==> config.mk <==
export PLATFORM = sky130hd
export DESIGN_NAME = alu_share_arbiter
export DESIGN_NICKNAME = d
export VERILOG_FILES = /design/src/rtl/alu_share_arbiter.sv
export SDC_FILE = /design/constraint.sdc
export NUM_CORES = 1
export LEC_CHECK = 0
export ABC_AREA = 1
export CAP_MARGIN = 0
export CORE_AREA = 2 2 65 79
export CTS_BUF_LIST = sky130_fd_sc_hd__clkbuf_16
export CTS_CLUSTER_SIZE = 24
export DETAILED_ROUTE_END_ITERATION = 8
export DIE_AREA = 0 0 67 81
export MAX_ROUTING_LAYER = met4
export PLACE_DENSITY = 0.75
export SLEW_MARGIN = 15
export SYNTH_ARGS = -nofsm -noshare
export SYNTH_HDL_FRONTEND = slang
export SYNTH_SLANG_ARGS = --single-unit
==> constraint.sdc <==
create_clock -name hwclk -period 1.9 [get_ports hwclk]
set_input_delay 0.19 -clock hwclk [delete_from_list [all_inputs] [get_ports hwclk]]
set_output_delay 0.19 -clock hwclk [all_outputs]
set_load 0.02 [all_outputs]
==> src/rtl/alu_share_arbiter.sv <==
// Two-requester arbiter in front of the shared combinational calculator ALU.
// Optional build macro ALU_ARB_FIXED_PRIO_EN: ties always go to requester 0 (default: round robin).
module alu_share_arbiter #(
    parameter int WIDTH  = 9,
    parameter int SETTLE = 1
) (
    input  logic             hwclk,
    input  logic             reset,
    input  logic             req0,
    input  logic [2:0]       opcode0,
    input  logic [WIDTH-1:0] a0,
    input  logic [WIDTH-1:0] b0,
    output logic             ack0,
    input  logic             req1,
    input  logic [2:0]       opcode1,
    input  logic [WIDTH-1:0] a1,
    input  logic [WIDTH-1:0] b1,
    output logic             ack1,
    output logic [WIDTH-1:0] alu_op1,
    output logic [WIDTH-1:0] alu_op2,
    output logic [2:0]       alu_opcode,
    input  logic [WIDTH-1:0] alu_result,
    output logic [WIDTH-1:0] rsp_result,
    output logic             rsp_id,
    output logic             busy
);

    typedef enum logic [1:0] {IDLE = 2'd0, EXEC = 2'd1, RESP = 2'd2} state_t;

    localparam logic [3:0] CNT_INIT = 4'(SETTLE - 1);

    state_t     state, state_nx;
    logic [3:0] cnt;
    logic       cur_id;
    logic       win;
    logic       any_req;

    assign any_req = req0 | req1;

`ifdef ALU_ARB_FIXED_PRIO_EN
    assign win = ~req0;
`else
    logic last_id;
    // On a tie the requester that did not win last time goes next.
    assign win = (req0 & req1) ? ~last_id : req1;

    always_ff @(posedge hwclk) begin
        if (reset)
            last_id <= 1'b1;
        else if (state == IDLE && any_req)
            last_id <= win;
    end
`endif

    always_ff @(posedge hwclk) begin
        if (reset)
            state <= IDLE;
        else
            state <= state_nx;
    end

    always_comb begin
        state_nx = state;
        case (state)
            IDLE:    if (any_req) state_nx = EXEC;
            EXEC:    if (cnt == 4'd0) state_nx = RESP;
            RESP:    state_nx = IDLE;
            default: state_nx = IDLE;
        endcase
    end

    // ALU drive regs only load on a grant, so the ALU sees stable inputs for the whole EXEC.
    always_ff @(posedge hwclk) begin
        if (reset) begin
            alu_op1    <= '0;
            alu_op2    <= '0;
            alu_opcode <= '0;
            rsp_result <= '0;
            rsp_id     <= 1'b0;
            cur_id     <= 1'b0;
            cnt        <= '0;
        end else begin
            case (state)
                IDLE: begin
                    if (any_req) begin
                        alu_op1    <= win ? a1 : a0;
                        alu_op2    <= win ? b1 : b0;
                        alu_opcode <= win ? opcode1 : opcode0;
                        cur_id     <= win;
                        cnt        <= CNT_INIT;
                    end
                end
                EXEC: begin
                    if (cnt != 4'd0) begin
                        cnt <= cnt - 4'd1;
                    end else begin
                        rsp_result <= alu_result;
                        rsp_id     <= cur_id;
                    end
                end
                default: ;
            endcase
        end
    end

    assign ack0 = (state == RESP) && !cur_id;
    assign ack1 = (state == RESP) &&  cur_id;
    assign busy = (state != IDLE);

endmodule
== After elaboration in Yosys (flattened, before gate mapping) ==
Index checks and enable logic that the tools add are counted.
Storage, ports and cells
  input bits: 55
  flip-flop bits (word level): 39
  logic and storage cells: 42
  output and inout bits: 34
Operators by class
  bitwise logic cells: 4
  mux-type cells: 10
  reduce and logical (&&, ||, !) cells: 13
  eq/ne operators: 5
  $add $sub $neg: 1
Operators with widths (count)
  $mux W9: 2
  $mux W4: 2
  $pmux W4 S2: 1
  $ne A2 B2 Y1 const B: 3
  $reduce_and A2 Y1: 3
  $logic_not A4 Y1: 1
  $mux W2: 2
  $pmux W2 S2: 1
  $reduce_bool A2 Y1: 2
  $reduce_bool A4 Y1: 1
  $sub A4 B1 Y4 const B: 1
  $logic_and A1 B1 Y1: 3
  $mux W3: 1
  $reduce_and A3 Y1: 1
  $eq A2 B1 Y1 const B: 1
  $eq A2 B2 Y1 const B: 1
  $logic_not A2 Y1: 1
  $not A1 Y1: 2
  $and A1 B1 Y1: 1
  $logic_not A1 Y1: 1
  $mux W1: 1
  $or A1 B1 Y1: 1

== Logic depth before layout (Yosys ltp) ==
Gate-level depths: netlist of run 1.
  depth in word-level cells: 3
  mapped depth: 8
  gate-level depth less buffers: 8

== Least setup slack after synthesis of run 1 ==
OpenSTA, ideal clock, no wires.
  path type: flip-flop to flip-flop
  start point: register cnt[0]
  end point: register rsp_result[0]
  slack: 0.720 ns
  setup time: 0.116 ns
  period minus slack after synthesis: 1.180 ns
  arrival time: 1.064 ns
  cell stages (with the launch flop): 8
  buffers on the path: 1
  data required time: 1.784 ns
  cell sequence: dfxtp_1 > inv_1 > ha_1 > nand2_1 > nor2_2 > buf_4 > o21ai_0 > nor2_1
Between the ends
  word-level cells in the longest chain between the ends: 3
Ends and longest elaborated chain
  start, declared: line 33  | logic [3:0] cnt;
  start signal, assigned: line 95  | cnt <= cnt - 4'd1;
  $reduce_bool A4 Y1: line 94  | if (cnt != 4'd0) begin
  $not A1 Y1 (no source line)
  $reduce_and A2 Y1 (no source line)
  end signal, assigned: line 97  | rsp_result <= alu_result;
  end, declared: line 23  | output logic [WIDTH-1:0] rsp_result,
No other way between the ends.
A chain may end at the register's enable or synchronous reset.

== Final worst setup path of run 1 ==
  start point: register state[1]
  end point: output port ack0
Between the ends
  word-level cells in the longest chain between the ends: 2
Ends and longest elaborated chain
  start, declared: line 32  | state_t state, state_nx;
  start signal, assigned: line 59  | state <= state_nx;
  $eq A2 B2 Y1: line 106  | assign ack0 = (state == RESP) && !cur_id;
  $logic_and A1 B1 Y1: line 106
  end, declared: line 13  | output logic ack0,
No other way between the ends.

==> metrics.md, run 1 <==
| Metric | Value |
|---|---|
| Pin count of the biggest net entering global routing | 25 |
| Post-Synth Simple-Gate Area | 23.0% |
| Commonest cells post-synth | 43 x nor2_1, 39 x dfxtp_1, 32 x nand2_1 |
| Worst min path class | reg -> reg |
| Yosys top cell by area | dfxtp_1 |
| DRC viols | 0 |
| # setup viols final | 0 |
| Final Hold Vio Count | 0 |
| Final Skew | 0.00275 ns |
| Detailed-route via count | 1701 |
| Via count of the first global-routing pass | 1581 |
| Slew HR | 49.7% |
| Maxcap violations | 0 |
| Critical Path End Type | primary output |
| Vias per cell | 4.73 |
| Avg Cell Area, Syn | 8.07 um2 |
| RSZ-0062 raised after global routing | false |
| Ratio of cells with drive above 1 in the final layout | 11.3% |
| Post-route ant nets | 0 |
| Die W | 67 um |
| Static Leak | 1.08 nW |
| Core area | 4760 um2 |
| Max-slew violations | 0 |
| Reg clk slew, reported paths | 0.05 ns |
| CTS Buf Count | 5 |
| Ant. Diodes | 0 |
| Fin nets | 357 |
| Post-synth EDFFs | 0 |
| Multiplexer area fraction after synthesis | 0% |
| Deepest clock path buffer count | 2 |
| Final worst setup slack | 0.187 ns |
| Run status | complete, no violations |
| Ports | 89 |
| GRT Overall Usage | 18.0% |
| Initial Util | 36.2% |
| Fin crit period | 1.71 ns |
| Most frequent cell after synthesis | nor2_1 |
| Final setup TNS | 0 ns |
| Internal Pwr Total | 2.11 mW |
| GR Overflow Total | 0 |
| Slew @ Worst Pin | 0.754 ns |
| Die area | 5430 um2 |
| Worst Reg-to-Reg Cells | 7 |
| Root Buffer | clkbuf_16 |
| Area growth syn-to-layout | 59.7% |
| Cell Pwr Density | 1130 nW/um2 |
| Logic pwr share | 36.0% |
| Critical setup path kind | reg -> out |
| Maximum VDD drop | 0.645 mV |
| Main combinational cell family by area after synthesis | simple AND/OR/NAND/NOR gates |
| Yosys top cell area share | 45.2% |
| Initial DRC count | 53 |
| Clk Latency, worst-skew pair | 0.28 ns |
| Post-Synth Adder-Cell Area | 1.45% |
| Post-CTS Setup Inserts | 0 |
| Post-CTS Resized | 0 |
| Post-Synth XOR/XNOR Area | 0% |
| Post-synthesis sequential area ratio | 45.2% |
| Required time worst endpoint | 1.71 ns |
| First-pass GRT wire length | 7.27 mm |
| CTS sink cnt | 39 |
| #FFs+latches synth | 39 |
| Initial antenna violation count | 0 |
| GPL Wtd Cong | 0.812 |
| Die Span Y | 81 um |
| Cells after synthesis | 214 |
| H-tree depth | 2 |
| Arrival time worst endpoint | 1.52 ns |
| Ys flop type | dfxtp_1 |
| Hold_buf cts | 0 |
| P_sw | 1.01 mW |
| Synth warnings | 0 |
| Routed len/inst | 12.5 um |
| Detailed Place HPWL | 3.25 mm |
| Final WL | 4.49 mm |
| Pre-Repair DR Iteration Count | 4 |
| Post-synth cell types | 22 |
| Hold path depth | 2 |
| Switch share | 32.4% |
| Mapped Area | 1730 um2 |
| Synth area leaders | dfxtp_1 45%, nor2_1 9.3%, o21ai_2 8.6% |
| Max Fclk | 584 MHz |
| Worst setup SP type | flop |
| Clk pwr share | 29.0% |
| Asr flop ratio synth | 0% |
| Period utilisation layout | 90.2% |
| Rows | 28 |
| Mapped Nets | 271 |
| Worst slack, placed | 0.0809 ns |
| CP Max Fanout | 4 |
| CTS tree | yes |
| Synth Area in Compound Gates | 22.2% |
| PortBufs | 88 |
| Seq pwr share | 35.0% |
==> critical path, stage by stage (launching register included) <==
cell             delay (ns)
dfxtp_1                0.37
inv_1                  0.10
nor3_1                 0.15
clkdlybuf4s50_1        0.63
==> kinds of logic (layout without fill, tap and decap cells) <==
logic type	after synthesis	in the layout
flops	39	39
buf+inv	22	108
simple gates	90	90
fa+ha+maj	2	2
compound gates	61	61
==> per-stage QoR <==
step / power (mW) / cells / hold WS [ns] / cell area [um2] / util, %
finish: 3.13 / 360 / 0.452 / 2760 / 57.9
detailed placement: 2.24 / 353 / 0.445 / 2600 / 54.5
floorplan: 1.78 / 214 / 0.325 / 1730 / -
global placement: 2.23 / 353 / 0.439 / 2600 / 54.5
CTS: 3.17 / 360 / 0.455 / 2760 / 57.9
global route: 3.32 / 360 / 0.475 / 2760 / 57.9
==> sequential cells by signal, summed over array words and instances (netlist names) <==
name,flops
alu_opcode,3
alu_op2,9
cur_id,1
cnt,4
last_id,1
rsp_result,9
rsp_id,1
alu_op1,9
state,2
==> layer usage <==
metal	vias up	GRT usage, %	wire, um
met2	62	28.4	2160
met3	8	5.40	352
met1	760	21.5	1900
met4	0	6.73	80
li1	871	-	-
met5	-	-	0
==> cell type report <==
cell class                 instances  area (um2)
tap                               60        75.1
inverter                          11        41.3
timing repair buffer              90         896
sequential                        39         781
fill                             471        2010
multi-input combinational        153         806
clock buffer                       5         125
clock inverter                     2        33.8
==> layout by cell type, fill, tap and decap left out, types with 4 or more instances in the layout <==
cell             netlist  layout
nor2_1                43      43
clkbuf_16              0       5
o21ai_2               17      17
o21ai_1               23      23
dfxtp_1               39      39
nand2_1               32      32
clkdlybuf4s50_1        0      88
nor3_1                 4       4
nand3_1                4       4
a21oi_1                7       7
o21ai_0               12      12
inv_1                 10      11
==> power groups by stage <==
stage,clock network [mW],logic [mW],registers (mW)
final,0.906,1.13,1.10
after global placement,0,1.12,1.11
after global routing,0.972,1.23,1.12
after detailed placement,0,1.14,1.11
after CTS,0.932,1.14,1.09
after floorplan,0,0.507,1.27
==> worst paths after layout <==
kind	slack (ns)	end	from
min reg2reg	0.45	alu_op2[6]$_SDFFE_PP0P_	alu_op2[6]$_SDFFE_PP0P_
min	0.45	alu_op2[6]$_SDFFE_PP0P_	alu_op2[6]$_SDFFE_PP0P_
max reg2reg	0.39	rsp_result[5]$_SDFFE_PP0P_	cnt[0]$_SDFFE_PP0P_
max	0.19	ack0	state[1]$_SDFFE_PP0P_
Power figures use the tool's default switching activity.
==> run 2, diff against run 1 <==
--- a/config.mk
+++ b/config.mk
@@ -13,7 +13,7 @@
 export DETAILED_ROUTE_END_ITERATION = 8
 export DIE_AREA = 0 0 67 81
 export MAX_ROUTING_LAYER = met4
-export PLACE_DENSITY = 0.75
+export PLACE_DENSITY = 0.83
 export SLEW_MARGIN = 15
 export SYNTH_ARGS = -nofsm -noshare
 export SYNTH_HDL_FRONTEND = slang
==> run 2 against run 1 <==
Cell area is 2.1% higher. Final cell count up 0.83%. Die area unchanged. Hold slack got worse by 0.0018 ns. Global-route usage is 0.41 points lower. Fmax rose by 0.17%. Clock skew up 0.0014 ns. Critical path depth did not move. Via count up 0.47%. Largest power group unchanged. Count of clock-buffer cells in the layout stayed put. Wire length decreased by 2.9%. Power grew 5.2%. Critical path type unchanged.
==> metrics.md, run 2 (synthesis results as in run 1) <==
| Metric | Value |
|---|---|
| Vias per cell | 4.71 (was 4.73) |
| DRC viols | 0 (unchanged) |
| Post-route ant nets | 0 (unchanged) |
| Run status | complete, no violations (unchanged) |
| Via count of the first global-routing pass | 1617 (was 1581) |
| Final core occ | 59.1% (was 57.9%) |
| Die area | 5430 um2 (unchanged) |
| Area of the multi-input gates | 806 um2 (unchanged) |
| Reg clk slew, reported paths | 0.06 ns (was 0.05 ns) |
| Cell Pwr Density | 1170 nW/um2 (was 1130 nW/um2) |
| Worst min path class | reg -> reg (unchanged) |
| Core area | 4760 um2 (unchanged) |
| Hold_buf cts | 0 (unchanged) |
| CTS tree | yes (unchanged) |
| Initial antenna violation count | 0 (unchanged) |
| Final Skew | 0.00413 ns (was 0.00275 ns) |
| Ant. Diodes | 0 (unchanged) |
| Die Span Y | 81 um (unchanged) |
| H-tree depth | 2 (unchanged) |
| GR Overflow Total | 0 (unchanged) |
| Worst setup SP type | flop (unchanged) |
| Critical Path End Type | primary output (unchanged) |
| Final Hold Vio Count | 0 (unchanged) |
| Clk Latency, worst-skew pair | 0.27 ns (was 0.28 ns) |
| Max Fclk | 585 MHz (was 584 MHz) |
| Hold Slack | 0.451 ns (was 0.452 ns) |
| Slew @ Worst Pin | 0.366 ns (was 0.754 ns) |
| FF+latch area | 781 um2 (unchanged) |
| GPL Wtd Cong | 0.795 (was 0.812) |
| Ratio of cells with drive above 1 in the final layout | 12.2% (was 11.3%) |
| Ports | 89 (unchanged) |
| RSZ-0062 raised after global routing | false (unchanged) |
| Final setup TNS | 0 ns (unchanged) |
| Rows | 28 (unchanged) |
| Most common cell after layout, fill and taps aside | clkdlybuf4s50_1 (unchanged) |
| Fin nets | 359 (was 357) |
| Maxcap violations | 0 (unchanged) |
| First-pass GRT wire length | 7.12 mm (was 7.27 mm) |
| Pre-Repair DR Iteration Count | 4 (unchanged) |
| Detailed-route via count | 1709 (was 1701) |
| Initial Util | 36.2% (unchanged) |
| Pin count of the biggest net entering global routing | 25 (unchanged) |
| Critical setup path kind | reg -> out (unchanged) |
| Fin crit period | 1.71 ns (about the same) |
| Post-CTS Setup Inserts | 0 (unchanged) |
| Deepest clock path buffer count | 2 (unchanged) |
| CTS sink cnt | 39 (unchanged) |
| # setup viols final | 0 (unchanged) |
| Die W | 67 um (unchanged) |
| Required time worst endpoint | 1.71 ns (about the same) |
| GRT Overall Usage | 17.6% (was 18.0%) |
| Arrival time worst endpoint | 1.52 ns (about the same) |
| Maximum VDD drop | 0.652 mV (was 0.645 mV) |
| Routed len/inst | 12.0 um (was 12.5 um) |
| PortBufs | 88 (unchanged) |
| Fillers | 470 (was 471) |
| Max-slew violations | 0 (unchanged) |
| Post-route cell area | 2820 um2 (was 2760 um2) |
| CP Max Fanout | 4 (unchanged) |
| Most frequent cells in the layout | 88 x clkdlybuf4s50_1, 43 x nor2_1, 39 x dfxtp_1, 32 x nand2_1, 23 x o21ai_1 (unchanged) |
| Area growth syn-to-layout | 63.0% (was 59.7%) |
| Final WL | 4.36 mm (was 4.49 mm) |
| Dpl cell area | 2630 um2 (was 2600 um2) |
| CTS Buf Count | 5 (unchanged) |
| Static Leak | 1.11 nW (was 1.08 nW) |
| Root Buffer | clkbuf_16 (unchanged) |
| Slew HR | 75.6% (was 49.7%) |
| Detailed Place HPWL | 3.24 mm (was 3.25 mm) |
| Period utilisation layout | 90.0% (was 90.2%) |
| Post-CTS Resized | 0 (unchanged) |
| Top flop regs | alu_op1 (9), alu_op2 (9), rsp_result (9) (unchanged) |
| Initial DRC count | 50 (was 53) |
## run 2: worst max-delay path, stage by stage, from the launching register on
cell,delay (ns)
dfxtp_1,0.37
inv_1,0.10
nor3_1,0.15
clkdlybuf4s50_1,0.63
## run 2: power breakdown
part	internal (mW)	total [mW]	switching, mW
clock network	0.747	1.05	0.305
logic	0.528	1.14	0.611
registers	0.995	1.10	0.102
total	2.27	3.29	1.02
## run 2: layer usage
metal | track usage [%] | wire length (um) | up-vias
met3 | 4.85 | 266 | 4
met5 | - | 0 | -
met4 | 5.51 | 39 | 0
met2 | 29.3 | 2250 | 51
met1 | 20.4 | 1800 | 779
li1 | - | - | 875
## run 2: final cells by class
type,instances,share of cell area (%)
Clock inverter,3,2.27
Multi-Input combinational cell,153,28.6
Timing Repair Buffer,92,32.8
Inverter,11,1.47
Clock buffer,5,4.44
Sequential cell,39,27.7
Tap cell,60,2.67
## run 2: per-stage QoR
step | power (mW) | cells | worst slack [ns]
after CTS | 3.32 | 363 | 0.164
after detailed placement | 2.26 | 355 | 0.262
final | 3.29 | 363 | 0.189
after floorplan | 1.78 | 214 | 0.720
after global placement | 2.23 | 355 | 0.301
after global routing | 3.48 | 363 | 0.0815
## run 2: path summary, 6_finish.rpt
path / from / end / slack (ns) / depth (start not counted)
setup reg to reg: cnt[0]$_SDFFE_PP0P_ / rsp_result[7]$_SDFFE_PP0P_ / 0.54 / 7
hold / removal: alu_op1[3]$_SDFFE_PP0P_ / alu_op1[3]$_SDFFE_PP0P_ / 0.45 / 2
hold reg to reg: alu_op1[3]$_SDFFE_PP0P_ / alu_op1[3]$_SDFFE_PP0P_ / 0.45 / 2
setup / recovery: state[1]$_SDFFE_PP0P_ / ack0 / 0.19 / 3
==> run 3, diff against run 2 <==
--- a/config.mk
+++ b/config.mk
@@ -7,13 +7,13 @@
 export LEC_CHECK = 0
 export ABC_AREA = 1
 export CAP_MARGIN = 0
-export CORE_AREA = 2 2 65 79
+export CORE_AREA = 2 2 62 76
 export CTS_BUF_LIST = sky130_fd_sc_hd__clkbuf_16
 export CTS_CLUSTER_SIZE = 24
 export DETAILED_ROUTE_END_ITERATION = 8
-export DIE_AREA = 0 0 67 81
+export DIE_AREA = 0 0 64 78
 export MAX_ROUTING_LAYER = met4
-export PLACE_DENSITY = 0.83
+export PLACE_DENSITY = 0.89
 export SLEW_MARGIN = 15
 export SYNTH_ARGS = -nofsm -noshare
 export SYNTH_HDL_FRONTEND = slang
==> run 3 against run 2 <==
Via count decreased by 1.6%. First-iteration DRC count increased by 76%. Largest power group unchanged. Count of clock-buffer cells in the layout unchanged. Largest cell class unchanged. Sequential power about the same. Setup slack got worse by 0.066 ns. Cell area decreased by 2.4%. Sequential share of layout area increased by 0.69 points.
==> metrics.md, run 3 (synthesis results as in run 1) <==
| Metric | Value |
|---|---|
| GRT Overall Usage | 18.8% (was 17.6%) |
| Initial DRC count | 88 (was 50) |
| Post-CTS Resized | 0 (unchanged) |
| Worst Reg-to-Reg Cells | 7 (unchanged) |
| CTS tree | yes (unchanged) |
| Die area | 4990 um2 (was 5430 um2) |
| Reg2Reg Setup Slack | 0.40 ns (was 0.54 ns) |
| Critical R2R Launch | cnt[0]$_SDFFE_PP0P_ (unchanged) |
| Run status | complete, no violations (unchanged) |
| CTS sink cnt | 39 (unchanged) |
| H-tree depth | 2 (unchanged) |
| Delay-heaviest family, CP | buffers and inverters (unchanged) |
| FF+latch area | 781 um2 (unchanged) |
| Final Hold Vio Count | 0 (unchanged) |
| Max Fclk | 563 MHz (was 585 MHz) |
| Final setup TNS | 0 ns (unchanged) |
| # setup viols final | 0 (unchanged) |
| GR Overflow Total | 0 (unchanged) |
| Maxcap violations | 0 (unchanged) |
| Final Skew | 0.00403 ns (was 0.00413 ns) |
| Critical setup path kind | reg -> out (unchanged) |
| Largest stage delay, worst path | 0.65 ns (was 0.63 ns) |
| Post-route ant nets | 0 (unchanged) |
| Top flop regs | alu_op1 (9), alu_op2 (9), rsp_result (9) (unchanged) |
| Levels on crit path | 3 (unchanged) |
| Die Span Y | 78 um (was 81 um) |
| CP Buf/Inv Count | 2 (unchanged) |
| Logic pwr share | 38.0% (was 34.6%) |
| Ant. Diodes | 0 (unchanged) |
| Fillers | 370 (was 470) |
| Vias per cell | 4.69 (was 4.71) |
| Dpl cell area | 2610 um2 (was 2630 um2) |
| Worst setup path endpoint | ack0 (unchanged) |
| Switch share | 33.6% (was 31.0%) |
| Area of the multi-input gates | 806 um2 (unchanged) |
| Hold wc startpoint | alu_op1[2]$_SDFFE_PP0P_ (was alu_op1[3]$_SDFFE_PP0P_) |
| Slew @ Worst Pin | 0.560 ns (was 0.366 ns) |
| Via count of the first global-routing pass | 1696 (was 1617) |
| Detailed-route via count | 1682 (was 1709) |
| Period utilisation layout | 93.5% (was 90.0%) |
| Slew HR | 62.6% (was 75.6%) |
| Arrival time worst endpoint | 1.59 ns (was 1.52 ns) |
| Pre-Repair DR Iteration Count | 4 (unchanged) |
| Clk Latency, worst-skew pair | 0.27 ns (about the same) |
| First-pass GRT wire length | 7.26 mm (was 7.12 mm) |
| PortBufs | 88 (unchanged) |
| Static Leak | 1.08 nW (was 1.11 nW) |
| Crit. Startpoint | state[1]$_SDFFE_PP0P_ (unchanged) |
| Required time worst endpoint | 1.71 ns (about the same) |
| Post-route cell area | 2750 um2 (was 2820 um2) |
| Maximum VDD drop | 0.730 mV (was 0.652 mV) |
| CP Max Fanout | 4 (unchanged) |
| Initial antenna violation count | 0 (unchanged) |
| Die W | 64 um (was 67 um) |
| Ratio of cells with drive above 1 in the final layout | 11.9% (was 12.2%) |
| Fin crit period | 1.78 ns (was 1.71 ns) |
| GPL Wtd Cong | 0.756 (was 0.795) |
| Area growth syn-to-layout | 59.1% (was 63.0%) |
| Clk pwr share | 25.6% (was 32.0%) |
| Cell Pwr Density | 1090 nW/um2 (was 1170 nW/um2) |
| Initial Util | 41.1% (was 36.2%) |
| Seq pwr share | 36.5% (was 33.4%) |
| WL met2 | 2.23 mm (was 2.25 mm) |
| Critical Path End Type | primary output (unchanged) |
| DRC viols | 0 (unchanged) |
| Max-slew violations | 0 (unchanged) |
| P_sw | 1.01 mW (was 1.02 mW) |
| Internal Pwr Total | 1.99 mW (was 2.27 mW) |
| Most frequent cells in the layout | 88 x clkdlybuf4s50_1, 43 x nor2_1, 39 x dfxtp_1, 32 x nand2_1, 23 x o21ai_1 (unchanged) |
| Ports | 89 (unchanged) |
| Final WL | 4.24 mm (was 4.36 mm) |
| Hold_buf cts | 0 (unchanged) |
| Critical path cell sequence | inv_1 > nor3_1 > clkdlybuf4s50_1 (unchanged) |
| Root Buffer | clkbuf_16 (unchanged) |
| Most common cell after layout, fill and taps aside | clkdlybuf4s50_1 (unchanged) |
| Post-CTS Setup Inserts | 0 (unchanged) |
| Pin count of the biggest net entering global routing | 25 (unchanged) |
| DR top layer | met4 (unchanged) |
| Routed met1 length | 1.75 mm (was 1.80 mm) |
| Deepest clock path buffer count | 2 (unchanged) |
| Detailed Place HPWL | 3.22 mm (was 3.24 mm) |
| CTS Buf Count | 5 (unchanged) |
| Worst min path class | reg -> reg (unchanged) |
| Reg clk slew, reported paths | 0.06 ns (about the same) |
| Core area | 4200 um2 (was 4760 um2) |
| Met3 WL | 205 um (was 266 um) |
| Reg2reg end | rsp_result[7]$_SDFFE_PP0P_ (unchanged) |
| Rows | 26 (was 28) |
| Worst setup SP type | flop (unchanged) |
| CP max stage cell | clkdlybuf4s50_1 (unchanged) |
| RSZ-0062 raised after global routing | false (unchanged) |
| Routed len/inst | 11.8 um (was 12.0 um) |
| Fin nets | 359 (unchanged) |
==> run 3: worst min-delay path by stage <==
stage	end	slack [ns]	cells past startpoint
floorplan	rsp_result[0]$_SDFFE_PP0P_	0.32	2
global placement	alu_op2[8]$_SDFFE_PP0P_	0.44	2
detailed placement	last_id$_SDFFE_PP1P_	0.44	2
CTS	alu_op2[5]$_SDFFE_PP0P_	0.45	2
global route	alu_op1[1]$_SDFFE_PP0P_	0.47	2
finish	alu_op1[2]$_SDFFE_PP0P_	0.45	2
==> run 3: power by group through the flow <==
stage / logic (mW) / clock network (mW) / registers [mW]
5_1_grt: 1.24 / 0.816 / 1.12
3_3_place_gp: 1.12 / 0 / 1.10
4_1_cts: 1.15 / 0.785 / 1.09
3_5_place_dp: 1.14 / 0 / 1.11
6_report: 1.14 / 0.766 / 1.09
2_1_floorplan: 0.507 / 0 / 1.27
==> run 3: metal layers <==
layer | up-vias | GRT usage [%]
met5 | - | -
met4 | 0 | 7.17
met3 | 5 | 2.61
met2 | 51 | 32.8
met1 | 753 | 21.6
li1 | 873 | -
==> run 3: worst min-delay path: stages, from the launching register on <==
cell     delay, ns
dfxtp_1       0.31
nand2_1       0.06
o21ai_1       0.05
==> run 3: cell type report <==
| class | instances | area share [%] |
|---|---|---|
| multi-input cells | 153 | 29.3 |
| well taps | 56 | 2.55 |
| clock buffers | 5 | 4.56 |
| repair buffers | 92 | 33.2 |
| inverters | 11 | 1.50 |
| clock inverters | 3 | 0.456 |
| flip-flops and latches | 39 | 28.4 |
==> run 3: metrics by stage <==
stage | total power, mW | worst slack [ns] | instances | hold WS, ns | util [%]
floorplan | 1.78 | 0.720 | 214 | 0.325 | -
global placement | 2.22 | 0.237 | 351 | 0.439 | 62.2
detailed placement | 2.25 | 0.209 | 351 | 0.442 | 62.2
CTS | 3.03 | 0.0942 | 359 | 0.454 | 65.4
global route | 3.17 | 0.0751 | 359 | 0.468 | 65.4
finish | 2.99 | 0.123 | 359 | 0.453 | 65.4
